--- src/rtl/reg_bus_master_pkg.sv ---
// Shared definitions for the slow-control register bus initiator:
// FSM state encoding and bus widths common with the TDC register decoder.
package reg_bus_master_pkg;

  localparam int ADDR_W = 16;
  localparam int DATA_W = 32;

  typedef enum logic [1:0] {
    IDLE     = 2'd0,
    STROBE   = 2'd1,
    WAIT_ACK = 2'd2,
    RESP     = 2'd3
  } state_t;

endpackage

--- src/rtl/reg_bus_master_sat_counter.sv ---
// Saturating up-counter used for the timeout and stray-ack error statistics.
// Holds at all-ones once reached; clear takes priority over inc.
module sat_counter #(
  parameter int W = 8
) (
  input  logic         clk,
  input  logic         rst_n,
  input  logic         inc,
  input  logic         clear,
  output logic [W-1:0] out
);

  logic [W-1:0] cnt_reg;

  always_ff @(posedge clk or negedge rst_n) begin
    if (!rst_n) begin
      cnt_reg <= '0;
    end else if (clear) begin
      cnt_reg <= '0;
    end else if (inc && (cnt_reg != {W{1'b1}})) begin
      cnt_reg <= cnt_reg + 1'b1;
    end
  end

  assign out = cnt_reg;

endmodule

--- src/rtl/reg_bus_master.sv ---
// Register bus initiator: one read/write at a time, single-cycle rd/wr strobe,
// bounded wait for ack, and a held response with read data and timeout status.
module reg_bus_master
  import reg_bus_master_pkg::*;
#(
  parameter int TIMEOUT_CYC = 255,
  parameter int ERR_CNT_W   = 8
) (
  input  logic                 clk_100_i,
  input  logic                 reset_i,
  input  logic                 cmd_valid,
  output logic                 cmd_ready,
  input  logic                 cmd_write,
  input  logic [ADDR_W-1:0]    cmd_addr,
  input  logic [DATA_W-1:0]    cmd_wdata,
  output logic                 rsp_valid,
  input  logic                 rsp_ready,
  output logic [DATA_W-1:0]    rsp_rdata,
  output logic                 rsp_timeout,
  output logic                 rsp_write,
  output logic [ADDR_W-1:0]    addr,
  output logic [DATA_W-1:0]    data,
  input  logic [DATA_W-1:0]    rdata,
  output logic                 rd,
  output logic                 wr,
  input  logic                 ack,
  output logic [ERR_CNT_W-1:0] timeout_cnt,
  output logic [ERR_CNT_W-1:0] stray_ack_cnt
);

  localparam logic [15:0] WAIT_LAST = 16'(TIMEOUT_CYC - 1);

  state_t              state_reg, state_next;
  logic [15:0]         wait_cnt_reg, wait_cnt_next;
  logic                is_write_reg, is_write_next;
  logic [ADDR_W-1:0]   addr_reg, addr_next;
  logic [DATA_W-1:0]   data_reg, data_next;
  logic                rd_reg, rd_next;
  logic                wr_reg, wr_next;
  logic                cmd_ready_reg, cmd_ready_next;
  logic                rsp_valid_reg, rsp_valid_next;
  logic [DATA_W-1:0]   rsp_rdata_reg, rsp_rdata_next;
  logic                rsp_timeout_reg, rsp_timeout_next;
  logic                rsp_write_reg, rsp_write_next;
  logic                timeout_inc;
  logic                stray_inc;

  always_ff @(posedge clk_100_i or negedge reset_i) begin
    if (!reset_i) begin
      state_reg       <= IDLE;
      wait_cnt_reg    <= '0;
      is_write_reg    <= 1'b0;
      addr_reg        <= '0;
      data_reg        <= '0;
      rd_reg          <= 1'b0;
      wr_reg          <= 1'b0;
      cmd_ready_reg   <= 1'b0;
      rsp_valid_reg   <= 1'b0;
      rsp_rdata_reg   <= '0;
      rsp_timeout_reg <= 1'b0;
      rsp_write_reg   <= 1'b0;
    end else begin
      state_reg       <= state_next;
      wait_cnt_reg    <= wait_cnt_next;
      is_write_reg    <= is_write_next;
      addr_reg        <= addr_next;
      data_reg        <= data_next;
      rd_reg          <= rd_next;
      wr_reg          <= wr_next;
      cmd_ready_reg   <= cmd_ready_next;
      rsp_valid_reg   <= rsp_valid_next;
      rsp_rdata_reg   <= rsp_rdata_next;
      rsp_timeout_reg <= rsp_timeout_next;
      rsp_write_reg   <= rsp_write_next;
    end
  end

  always_comb begin
    state_next       = state_reg;
    wait_cnt_next    = wait_cnt_reg;
    is_write_next    = is_write_reg;
    addr_next        = addr_reg;
    data_next        = data_reg;
    rd_next          = 1'b0;
    wr_next          = 1'b0;
    rsp_rdata_next   = rsp_rdata_reg;
    rsp_timeout_next = rsp_timeout_reg;
    rsp_write_next   = rsp_write_reg;
    timeout_inc      = 1'b0;

    case (state_reg)
      IDLE: begin
        // cmd_ready is registered, so the first cycle after reset release never accepts
        if (cmd_valid && cmd_ready_reg) begin
          is_write_next = cmd_write;
          addr_next     = cmd_addr;
          data_next     = cmd_write ? cmd_wdata : '0;
          rd_next       = !cmd_write;
          wr_next       = cmd_write;
          state_next    = STROBE;
        end
      end
      STROBE: begin
        wait_cnt_next = '0;
        state_next    = WAIT_ACK;
      end
      WAIT_ACK: begin
        if (ack) begin
          rsp_rdata_next   = is_write_reg ? '0 : rdata;
          rsp_timeout_next = 1'b0;
          rsp_write_next   = is_write_reg;
          state_next       = RESP;
        end else if (wait_cnt_reg == WAIT_LAST) begin
          rsp_rdata_next   = '0;
          rsp_timeout_next = 1'b1;
          rsp_write_next   = is_write_reg;
          timeout_inc      = 1'b1;
          state_next       = RESP;
        end else begin
          wait_cnt_next = wait_cnt_reg + 16'd1;
        end
      end
      RESP: begin
        if (rsp_ready) begin
          state_next = IDLE;
        end
      end
      default: state_next = IDLE;
    endcase

    cmd_ready_next = (state_next == IDLE);
    rsp_valid_next = (state_next == RESP);
    stray_inc      = ack && (state_reg != WAIT_ACK);
  end

  sat_counter #(.W(ERR_CNT_W)) u_timeout_cnt (
    .clk   (clk_100_i),
    .rst_n (reset_i),
    .inc   (timeout_inc),
    .clear (1'b0),
    .out   (timeout_cnt)
  );

  sat_counter #(.W(ERR_CNT_W)) u_stray_ack_cnt (
    .clk   (clk_100_i),
    .rst_n (reset_i),
    .inc   (stray_inc),
    .clear (1'b0),
    .out   (stray_ack_cnt)
  );

  assign cmd_ready   = cmd_ready_reg;
  assign rsp_valid   = rsp_valid_reg;
  assign rsp_rdata   = rsp_rdata_reg;
  assign rsp_timeout = rsp_timeout_reg;
  assign rsp_write   = rsp_write_reg;
  assign addr        = addr_reg;
  assign data        = data_reg;
  assign rd          = rd_reg;
  assign wr          = wr_reg;

endmodule

--- config.mk ---
export PLATFORM = sky130hd
export DESIGN_NAME = reg_bus_master
export DESIGN_NICKNAME = d
export VERILOG_FILES = /design/src/rtl/reg_bus_master_pkg.sv /design/src/rtl/reg_bus_master_sat_counter.sv /design/src/rtl/reg_bus_master.sv
export SDC_FILE = /design/constraint.sdc
export NUM_CORES = 1
export LEC_CHECK = 0
export CORE_MARGIN = 8
export CORE_UTILIZATION = 40
export CTS_CLUSTER_DIAMETER = 30
export CTS_CLUSTER_SIZE = 16
export DETAILED_ROUTE_END_ITERATION = 10
export PLACE_DENSITY_LB_ADDON = 0.05
export SYNTH_ARGS = -nofsm -noshare
export SYNTH_HDL_FRONTEND = slang
export SYNTH_SLANG_ARGS = --single-unit
--- constraint.sdc ---
create_clock -name clk_100_i -period 3.1 [get_ports clk_100_i]
set_clock_uncertainty 0.2 [all_clocks]
set_input_delay 0.93 -clock clk_100_i [delete_from_list [all_inputs] [get_ports clk_100_i]]
set_output_delay 0.93 -clock clk_100_i [all_outputs]
set_load 0.02 [all_outputs]
== Word-level counts from Yosys, hierarchy flattened ==
Index checks and enable logic that the tools add are counted.

* Flip-flop bits (word level): 121
* Latch bits: 0
* RAM bits: 0
* ROM bits: 0
* Word-level logic and storage cells: 62
* Memories: 0

* Add/subtract/negate cells: 3
* $mul: 0
* Div/mod/pow operators: 0
* Magnitude comparators: 0
* Eq/ne operators: 10
* Shift-type cells: 0
* Muxes and demuxes: 23
* Bitwise gates (word level): 0
* Reduce and logical (&&, ||, !) cells: 12

{| class="wikitable"
|+ Operator list
! kind !! count
|-
| 32-bit two-way mux || 4
|-
| 16-bit two-way mux || 2
|-
| 16-bit one-hot mux with 2 select lines || 1
|-
| 16-bit by 1-bit adder with 16-bit output (second input constant) || 1
|-
| 8-bit by 1-bit adder with 8-bit output (second input constant) || 2
|-
| 16-bit by 8-bit == test with 1-bit output (second input constant) || 1
|-
| 8-bit inequality test (second input constant) || 2
|-
| 1-bit two-way mux || 11
|-
| 2-bit two-way mux || 4
|-
| 2-bit one-hot mux with 4 select lines || 1
|-
| 2-bit == test (second input constant) || 3
|-
| 2-bit inequality test (second input constant) || 3
|-
| 1-bit logical AND || 4
|-
| 2-bit logical NOT || 2
|-
| 2-bit AND reduction || 2
|-
| 2-bit nonzero test || 2
|-
| 3-bit AND reduction || 1
|-
| 2-bit by 1-bit == test with 1-bit output (second input constant) || 1
|-
| 1-bit logical NOT || 1
|}

== Logic depth before layout (Yosys ltp) ==
Gate-level depths: netlist (run 1).

* Depth after elaboration: 5
* Depth in mapped cells: 8
* Depth with buffers taken out: 6

== By module ==
From an unflattened synthesis (run 1), not the netlist that was laid out.

* Cell total of the unflattened synthesis: 506
* Area, all modules: 5187.5 µm²

{| class="wikitable"
|+ Modules (own cells, without submodules)
! module !! instances !! cells each !! area each (µm²) !! seq. area each (µm²)
|-
| reg_bus_master || 1 || 408 || 4259.1 || 2627.5
|-
| sat_counter || 2 || 49 || 464.2 || 200.2
|}

== Worst setup path after synthesis (run 1) ==
OpenSTA, ideal clock, no wires.

* Kind: register to register
* Start: register wait_cnt_reg[0]
* End: register u_timeout_cnt.cnt_reg[1], in the netlist u_timeout_cnt.out[1]
* Library setup time: 0.128 ns
* Data arrival time: 2.172 ns
* Required time: 2.772 ns
* Path slack: 0.600 ns
* Stages on the path, launching flop included: 8
* Path buffers: 1
* Path through: dfrtp_1 -> inv_1 -> ha_1 -> or4b_1 -> or4_1 -> buf_2 -> nor2_1 -> mux2_1

* Word-level cells in the longest chain between the ends: 5

{| class="wikitable"
|+ Ends and longest elaborated chain
! what !! line !! text
|-
| start, declared || reg_bus_master.sv:34 || <nowiki>logic [15:0] wait_cnt_reg, wait_cnt_next;</nowiki>
|-
| start signal, assigned || reg_bus_master.sv:64 || <nowiki>wait_cnt_reg <= wait_cnt_next;</nowiki>
|-
| 16-bit by 8-bit == test with 1-bit output || reg_bus_master.sv:113 || <nowiki>end else if (wait_cnt_reg == WAIT_LAST) begin</nowiki>
|-
| 1-bit two-way mux || reg_bus_master.sv:113 ||
|-
| 1-bit two-way mux || reg_bus_master.sv:108 || <nowiki>if (ack) begin</nowiki>
|-
| 1-bit two-way mux || reg_bus_master.sv:91 || <nowiki>case (state_reg)</nowiki>
|-
| 1-bit logical AND || reg_bus_master_sat_counter.sv:20 || <nowiki>end else if (inc && (cnt_reg != {W{1'b1}})) begin</nowiki>
|-
| end signal, assigned || reg_bus_master_sat_counter.sv:21 || <nowiki>cnt_reg <= cnt_reg + 1'b1;</nowiki>
|-
| end, declared || reg_bus_master_sat_counter.sv:13 || <nowiki>logic [W-1:0] cnt_reg;</nowiki>
|}

Every way passes these cells.
A chain may end at the register's enable or synchronous reset.

== Final worst setup path (run 1) ==
* Start: register wait_cnt_reg[0]
* End: register u_timeout_cnt.cnt_reg[6], in the netlist u_timeout_cnt.out[6]

The elaborated chain is that of the path after synthesis.

==> flow_summary.json, run 1 <==
{
  "status": "complete, no violations",
  "fp-row-count": 40,
  "place_congestion": 0.8054,
  "vias": 4201,
  "drv_slew": 0,
  "final-setup-viol-count": 0,
  "seq_area_frac_synth": 0.6102,
  "wirelength_um": 14260,
  "initial_core_util": 0.4114,
  "top_layer": "met4",
  "cp-end-kind": "flip-flop",
  "yosysWarnings": 0,
  "tns_ns": 0,
  "cp_max_fo": 6,
  "grt_pass1_wl_um": 23190,
  "cts_tree": "yes",
  "fmax_ghz": 0.3742,
  "syn_nets": 560,
  "place_worst_setup_slack_ns": 0.3039,
  "avgRoutedWirePerCell_um": 16.94,
  "slew_headroom": 0.3214,
  "power_density_mw_per_mm2": 985.6,
  "p_leak_nw": 3.584,
  "fillerInstances": 1000,
  "nets": 752,
  "cts-buffers-inserted": 17,
  "cts.root.buffer_cell": "clkbuf_16",
  "grt-ovfl-total": 0,
  "crit_path_start_kind": "flip-flop",
  "placeableCoreArea_mm2": 0.01206,
  "place.detailed.hpwl_um": 10430,
  "grt_pass1_vias": 4425,
  "synth_area_mm2": 0.004962,
  "dieHeight_um": 127.4,
  "cts_sinks": 121,
  "clk_path_buf_depth": 2,
  "setup_slack_ns": 0.4280,
  "remaining_drc_errors": 0,
  "arrival_ns": 2.81,
  "ys_seq_elements": 121,
  "met1_length_um": 5804,
  "wl_met3_um": 1632,
  "hold_viol_final": 0,
  "ant_nets": 0,
  "r2r-start": "wait_cnt_reg[0]",
  "switchingPower_mw": 2.599,
  "p_total_mw": 7.594,
  "dr_wl_met2_um": 6692,
  "holdBufCountCts": 0,
  "cts_resized": 0,
  "synth_flop_cell": "dfrtp_1",
  "hold_end": "data[25]",
  "timing.rr.end": "u_timeout_cnt.out[6]",
  "critPathRequiredTime_ns": 3.24,
  "drive_above_1_share": 0.07715,
  "antenna_found_initial": 0,
  "postSynthCellCount": 470,
  "rsz0062_at_grt": "false",
  "antennaDiodeCount": 0,
  "cp_num_buf_inv": 1,
  "cap_viol_max_count": 0,
  "crit_chain": "inv_1 > ha_1 > or4b_1 > or4_1 > nor4_1 > xor2_1",
  "htreeDepth": 4,
  "swShare": 0.3423,
  "clk-insertion-delay-late_ns": 0.41,
  "period_needed_ns": 2.672,
  "irDropWorstVdd_mv": 0.5675,
  "fp.dieArea_mm2": 0.01623,
  "drtIter0Drc": 200,
  "rrSetupSlack_ns": 0.43,
  "postLayoutCoreUtil": 0.6388,
  "p_seq_frac": 0.338,
  "die_w_um": 127.4,
  "grt_usage": 0.1815,
  "p_int_mw": 4.995,
  "syn_to_final_growth_pct": 55.27,
  "vias_per_cell": 4.989,
  "io_buffers": 187,
  "syn_avg_cell_area_um2": 10.56,
  "path_delay_family": "simple AND/OR/NAND/NOR gates",
  "grt_max_degree": 37,
  "final_common_cell": "clkdlybuf4s50_1",
  "finalCritPeriodShare": 0.8619,
  "post_cts_buffers": 0,
  "firstDrtPassIters": 4,
  "min_path_cells": 2,
  "slowest_delay_ns": 0.63,
  "min_from": "data[25]",
  "layout_common_cells": "clkdlybuf4s50_1, nand2_1, dfrtp_1",
  "synthArstFlopShare": 1.000,
  "tightestPinTransition_ns": 1.002,
  "min_path_type": "flip-flop to flip-flop",
  "critical_path_class": "flip-flop to flip-flop",
  "slowest_stage": "or4_1",
  "synth_cell_type_count": 42,
  "path_clk_slew_ns": 0.05,
  "io-pin-count": 188,
  "synth_edf_count": 0,
  "clkPwrFrac": 0.272,
  "pwr-share-comb": 0.389,
  "ff2ff_path_depth": 6
}
stage by stage:
stage / cell area (um^2) / instances / hold slack [ns]
floorplan: 4962 / 470 / 0.2548
global placement: 7086 / 811 / 0.2487
detailed placement: 7086 / 811 / 0.2547
CTS: 7705 / 842 / 0.2661
global route: 7705 / 842 / 0.2848
finish: 7705 / 842 / 0.2615
worst register-to-register path, cell delays in order, from the launching register on:
cell	delay [ns]
dfrtp_1	0.42
inv_1	0.08
ha_1	0.15
or4b_1	0.51
or4_1	0.63
nor4_1	0.45
xor2_1	0.17
metal layers:
| layer | track usage | up-vias |
|---|---|---|
| met4 | 0.06298 | 0 |
| met2 | 0.2884 | 153 |
| li1 | - | 2012 |
| met3 | 0.09775 | 14 |
| met1 | 0.2036 | 2022 |
| met5 | 0 | - |
how the worst max path moves through the flow:
stage,from,to,slack (ns),depth (start not counted)
6_report,wait_cnt_reg[0],u_timeout_cnt.out[6],0.43,6
5_1_grt,wait_cnt_reg[0],u_timeout_cnt.out[5],0.29,6
4_1_cts,wait_cnt_reg[0],u_timeout_cnt.out[1],0.43,6
3_5_place_dp,ack,wait_cnt_reg[12],0.30,6
3_3_place_gp,ack,wait_cnt_reg[12],0.34,6
2_1_floorplan,wait_cnt_reg[0],u_timeout_cnt.out[1],0.60,7
Yosys cell counts (3+ instances only):
| cell | instances | share of area |
|---|---|---|
| o21ai_0 | 5 | 0.0050 |
| dfrtp_1 | 121 | 0.61 |
| nand2b_1 | 4 | 0.0050 |
| and2_1 | 6 | 0.0076 |
| and4_1 | 3 | 0.0053 |
| nand2_1 | 131 | 0.099 |
| inv_1 | 3 | 0.0023 |
| or4_1 | 4 | 0.0061 |
| nor3_1 | 6 | 0.0061 |
| xor2_1 | 13 | 0.023 |
| nand4_1 | 9 | 0.011 |
| and3_1 | 3 | 0.0038 |
| clkbuf_1 | 24 | 0.018 |
| ha_1 | 4 | 0.010 |
| a22o_1 | 32 | 0.056 |
| nor2_1 | 9 | 0.0068 |
| nand3_1 | 43 | 0.043 |
| a21oi_1 | 5 | 0.0050 |
| mux2i_1 | 6 | 0.012 |
| nor4_1 | 6 | 0.0076 |
| o211ai_1 | 5 | 0.0076 |
power groups by stage:
stage	clock network (mW)	registers, mW	logic, mW
floorplan	0	3.22	0.775
global placement	0	2.56	2.96
detailed placement	0	2.59	3.00
CTS	2.12	2.57	3.01
global route	2.19	2.65	3.20
finish	2.07	2.57	2.96
area by class of cell:
type | count | area (um^2) | share of cell area
Sequential cell | 121 | 3028 | 0.3930
Multi-Input combinational cell | 319 | 1832 | 0.2377
Clock buffer | 22 | 474.2 | 0.06155
Clock inverter | 9 | 145.1 | 0.01884
Inverter | 3 | 11.26 | 0.001462
Timing Repair Buffer | 200 | 2004 | 0.2601
Tap cell | 168 | 210.2 | 0.02728
kinds of logic after synthesis:
group | share of synthesized area
AOI/OAI and AO/OA | 0.08926
xor gates and xnor gates | 0.02648
adders and majority gates | 0.01009
buffers and inverters | 0.02295
DFF | 0.6102
muxes | 0.01891
and+or+nand+nor | 0.2221
No activity file was read; power rests on OpenSTA's default activity.
==> run 2, diff against run 1 <==
- CORE_UTILIZATION: 40 -> 44
==> flow_summary.json, run 2 (synthesis gave the netlist of run 1 again) <==
{
  "tightestPinTransition_ns": 0.9664,
  "remaining_drc_errors": 0,
  "clk-insertion-delay-late_ns": 0.42,
  "slowest_stage": "or4_1",
  "power_density_mw_per_mm2": 988.5,
  "final_cells": 812,
  "vias_per_cell": 5.174,
  "post_cts_buffers": 0,
  "irDropWorstVdd_mv": 0.7000,
  "hold_viol_final": 0,
  "cp_num_buf_inv": 1,
  "cts_tree": "yes",
  "antenna_found_initial": 0,
  "grt_pass1_vias": 4430,
  "dr_wl_met2_um": 7335,
  "swShare": 0.3525,
  "placeableCoreArea_mm2": 0.01094,
  "clk_path_buf_depth": 2,
  "fp-row-count": 38,
  "cts.root.buffer_cell": "clkbuf_16",
  "pwr-share-comb": 0.396,
  "cp_max_fo": 6,
  "cap_viol_max_count": 0,
  "p_leak_nw": 3.557,
  "cts-buffers-inserted": 17,
  "grt_usage": 0.2002,
  "finalCritPeriodShare": 0.8597,
  "period_needed_ns": 2.665,
  "final_common_cell": "clkdlybuf4s50_1",
  "fmax_ghz": 0.3752,
  "top_layer": "met4",
  "path_clk_slew_ns": 0.05,
  "rrSetupSlack_ns": 0.43,
  "min_path_type": "flip-flop to flip-flop",
  "antennaDiodeCount": 0,
  "crit_path_start_kind": "flip-flop",
  "nets": 749,
  "wl_met3_um": 1613,
  "grt-ovfl-total": 0,
  "met1_length_um": 5362,
  "grt_max_degree": 50,
  "slew_headroom": 0.3455,
  "path_delay_family": "simple AND/OR/NAND/NOR gates",
  "io-pin-count": 188,
  "tns_ns": 0,
  "place_congestion": 0.8266,
  "switchingPower_mw": 2.664,
  "p_int_mw": 4.893,
  "io_buffers": 187,
  "htreeDepth": 4,
  "crit_chain": "inv_1 > ha_1 > or4b_1 > or4_1 > nor2_1 > mux2_1",
  "firstDrtPassIters": 4,
  "place.detailed.hpwl_um": 10290,
  "dieHeight_um": 122.2,
  "cts_sinks": 121,
  "arrival_ns": 2.75,
  "grt_pass1_wl_um": 23190,
  "cp-end-kind": "flip-flop",
  "drv_slew": 0,
  "p_seq_frac": 0.340,
  "vias": 4201,
  "cts_resized": 0,
  "fp.dieArea_mm2": 0.01493,
  "avgRoutedWirePerCell_um": 17.83,
  "drive_above_1_share": 0.07738,
  "initial_core_util": 0.4538,
  "layout_common_cells": "clkdlybuf4s50_1, nand2_1, dfrtp_1",
  "dp.cells": 780,
  "critical_path_class": "flip-flop to flip-flop",
  "wirelength_um": 14470,
  "final-setup-viol-count": 0,
  "whs_ns": 0.2650,
  "rsz0062_at_grt": "false",
  "slowest_delay_ns": 0.63,
  "postLayoutCoreUtil": 0.6991,
  "syn_to_final_growth_pct": 54.06,
  "ant_nets": 0,
  "fillerInstances": 849,
  "die_w_um": 122.2,
  "clkPwrFrac": 0.264,
  "holdBufCountCts": 0,
  "critPathRequiredTime_ns": 3.19,
  "drtIter0Drc": 280,
  "status": "complete, no violations"
}
run 2: layout make-up:
type,count,area (um^2),area share
Multi-Input combinational cell,319,1832,0.2396
Timing Repair Buffer,197,1994,0.2609
Inverter,3,11.26,0.001473
Clock inverter,13,151.4,0.01980
Tap cell,140,175.2,0.02291
Sequential cell,121,3028,0.3961
Clock buffer,19,452.9,0.05925
run 2: worst paths after layout:
check                           startpoint              endpoint  depth (start not counted)
setup / recovery           wait_cnt_reg[0]  u_timeout_cnt.out[1]                          6
hold / removal                    data[14]              data[14]                          2
setup reg to reg           wait_cnt_reg[0]  u_timeout_cnt.out[1]                          6
hold reg to reg                   data[14]              data[14]                          2
max in group asynchronous          reset_i              addr[15]                          2
min in group asynchronous          reset_i       wait_cnt_reg[3]                          1
run 2: per-layer routing:
| metal | GRT usage | up-vias |
|---|---|---|
| li1 | - | 2007 |
| met1 | 0.2112 | 2039 |
| met2 | 0.3324 | 144 |
| met3 | 0.1148 | 11 |
| met4 | 0.06321 | 0 |
| met5 | 0 | - |
run 2: power groups by stage:
stage          Clock (mW)  Sequential (mW)  Combinational (mW)
2_1_floorplan           0             3.22               0.775
6_report             1.99             2.57                2.99
3_3_place_gp            0             2.56                2.97
5_1_grt              2.11             2.65                3.20
4_1_cts              2.04             2.57                3.04
3_5_place_dp            0             2.58                3.01
run 2: worst min-delay path, delay by kind of cell (launching register included):
kind	cells	cell delay [ns]
and+or+nand+nor	2	0.10
DFF	1	0.34
run 2: through the flow:
stage | instance area (um^2) | power (mW) | setup WS [ns]
floorplan | 4962 | 3.991 | 0.6003
global placement | 7041 | 5.525 | 0.2588
detailed placement | 7041 | 5.595 | 0.1917
CTS | 7645 | 7.647 | 0.4181
global route | 7645 | 7.960 | 0.3167
finish | 7645 | 7.557 | 0.4349
==> run 3, diff against run 2 <==
- PLACE_DENSITY: default -> 0.79
- PLACE_DENSITY_LB_ADDON: 0.05 -> default
==> flow_summary.json, run 3 (synthesis gave the netlist of run 1 again) <==
{
  "tns_ns": 0,
  "fp-row-count": 38,
  "tightestPinTransition_ns": 1.006,
  "die_w_um": 122.2,
  "status": "complete, no violations",
  "placeableCoreArea_mm2": 0.01094,
  "cap_viol_max_count": 0,
  "cp_num_buf_inv": 1,
  "grt-ovfl-total": 0,
  "cts_resized": 0,
  "p_total_mw": 7.448,
  "dpl_cell_area_mm2": 0.007044,
  "rrSetupSlack_ns": 0.37,
  "io_buffers": 187,
  "min_path_type": "flip-flop to flip-flop",
  "slew_headroom": 0.3190,
  "avgRoutedWirePerCell_um": 18.33,
  "htreeDepth": 4,
  "power_density_mw_per_mm2": 980.5,
  "cts_tree": "yes",
  "fillerInstances": 832,
  "setup_slack_ns": 0.3733,
  "slowest_stage": "or4_1",
  "min_path_cells": 2,
  "postLayoutCellArea_mm2": 0.007596,
  "antennaDiodeCount": 0,
  "crit_chain": "inv_1 > ha_1 > or4b_1 > or4_1 > nor2_1 > mux2_1",
  "crit_cells": 6,
  "r2r-start": "wait_cnt_reg[0]",
  "wirelength_um": 14890,
  "ff2ff_path_depth": 6,
  "clk_path_buf_depth": 2,
  "postLayoutCoreUtil": 0.6946,
  "critPathRequiredTime_ns": 3.19,
  "period_needed_ns": 2.727,
  "worstSetupEndpoint": "u_timeout_cnt.out[1]",
  "hold_viol_final": 0,
  "firstDrtPassIters": 4,
  "slowest_delay_ns": 0.64,
  "regArea_mm2": 0.003028,
  "place_worst_setup_slack_ns": 0.2218,
  "vias": 4329,
  "drv_slew": 0,
  "path_delay_family": "simple AND/OR/NAND/NOR gates",
  "path_clk_slew_ns": 0.05,
  "drtIter0Drc": 292,
  "startpoint": "wait_cnt_reg[0]",
  "cts.root.buffer_cell": "clkbuf_16",
  "critical_path_class": "flip-flop to flip-flop",
  "grt_max_degree": 51,
  "vias_per_cell": 5.331,
  "place_congestion": 0.8658,
  "timing.rr.end": "u_timeout_cnt.out[1]",
  "fmax_ghz": 0.3667,
  "grt_pass1_wl_um": 24070,
  "clk-insertion-delay-late_ns": 0.41,
  "initial_core_util": 0.4538,
  "grt_pass1_vias": 4616,
  "grt_usage": 0.2078,
  "final-setup-viol-count": 0,
  "ant_nets": 0,
  "cts_sinks": 121,
  "syn_to_final_growth_pct": 53.08,
  "finalCritPeriodShare": 0.8796,
  "post_cts_buffers": 0,
  "crit_path_start_kind": "flip-flop",
  "holdBufCountCts": 0,
  "drive_above_1_share": 0.07440,
  "arrival_ns": 2.82,
  "rsz0062_at_grt": "false",
  "p_leak_nw": 3.537,
  "place.detailed.hpwl_um": 10980,
  "layout_common_cells": "clkdlybuf4s50_1, nand2_1, dfrtp_1",
  "cp_max_fo": 6,
  "multi_input_area_mm2": 0.001833,
  "antenna_found_initial": 0,
  "final_common_cell": "clkdlybuf4s50_1",
  "cts-buffers-inserted": 17,
  "cp-end-kind": "flip-flop",
  "nets": 751,
  "io-pin-count": 188,
  "remaining_drc_errors": 0,
  "dieHeight_um": 122.2,
  "irDropWorstVdd_mv": 0.6610,
  "fp.dieArea_mm2": 0.01493
}
## run 3: metrics by stage
stage	std cells	hold WS, ns
floorplan	470	0.2548
global placement	782	0.2499
detailed placement	782	0.2541
CTS	812	0.2660
global route	812	0.2899
finish	812	0.2624
## run 3: layer usage
metal,part of all wire,track usage,routed length [um]
met1,0.36,0.2205,5328
met2,0.52,0.3481,7780
met3,0.096,0.09995,1431
met4,0.023,0.08682,344
met5,0,0,0
## run 3: worst min-delay path by stage
stage | startpoint | to | slack (ns)
after detailed placement | data[20] | data[20] | 0.25
final | data[7] | data[7] | 0.26
after global routing | addr[8] | addr[8] | 0.29
after CTS | data[20] | data[20] | 0.27
after floorplan | wait_cnt_reg[11] | wait_cnt_reg[11] | 0.25
after global placement | data[10] | data[10] | 0.25
## run 3: cell type report
type | count | area share
Multi-Input combinational cell | 319 | 0.2413
Timing Repair Buffer | 199 | 0.2629
Sequential cell | 121 | 0.3986
Inverter | 3 | 0.001482
Clock buffer | 21 | 0.05930
Tap cell | 140 | 0.02306
Clock inverter | 9 | 0.01334
## run 3: worst reg2reg max path: stages (launching register included)
cell	delay, ns
dfrtp_1	0.42
inv_1	0.08
ha_1	0.15
or4b_1	0.51
or4_1	0.64
nor2_1	0.26
mux2_1	0.34
## run 3: power by group
group | switching (mW) | leakage, nW | total [mW] | internal, mW
Clock | 0.669 | 0.272 | 1.85 | 1.19
Sequential | 0.407 | 1.58 | 2.59 | 2.18
Combinational | 1.58 | 1.68 | 3.01 | 1.42
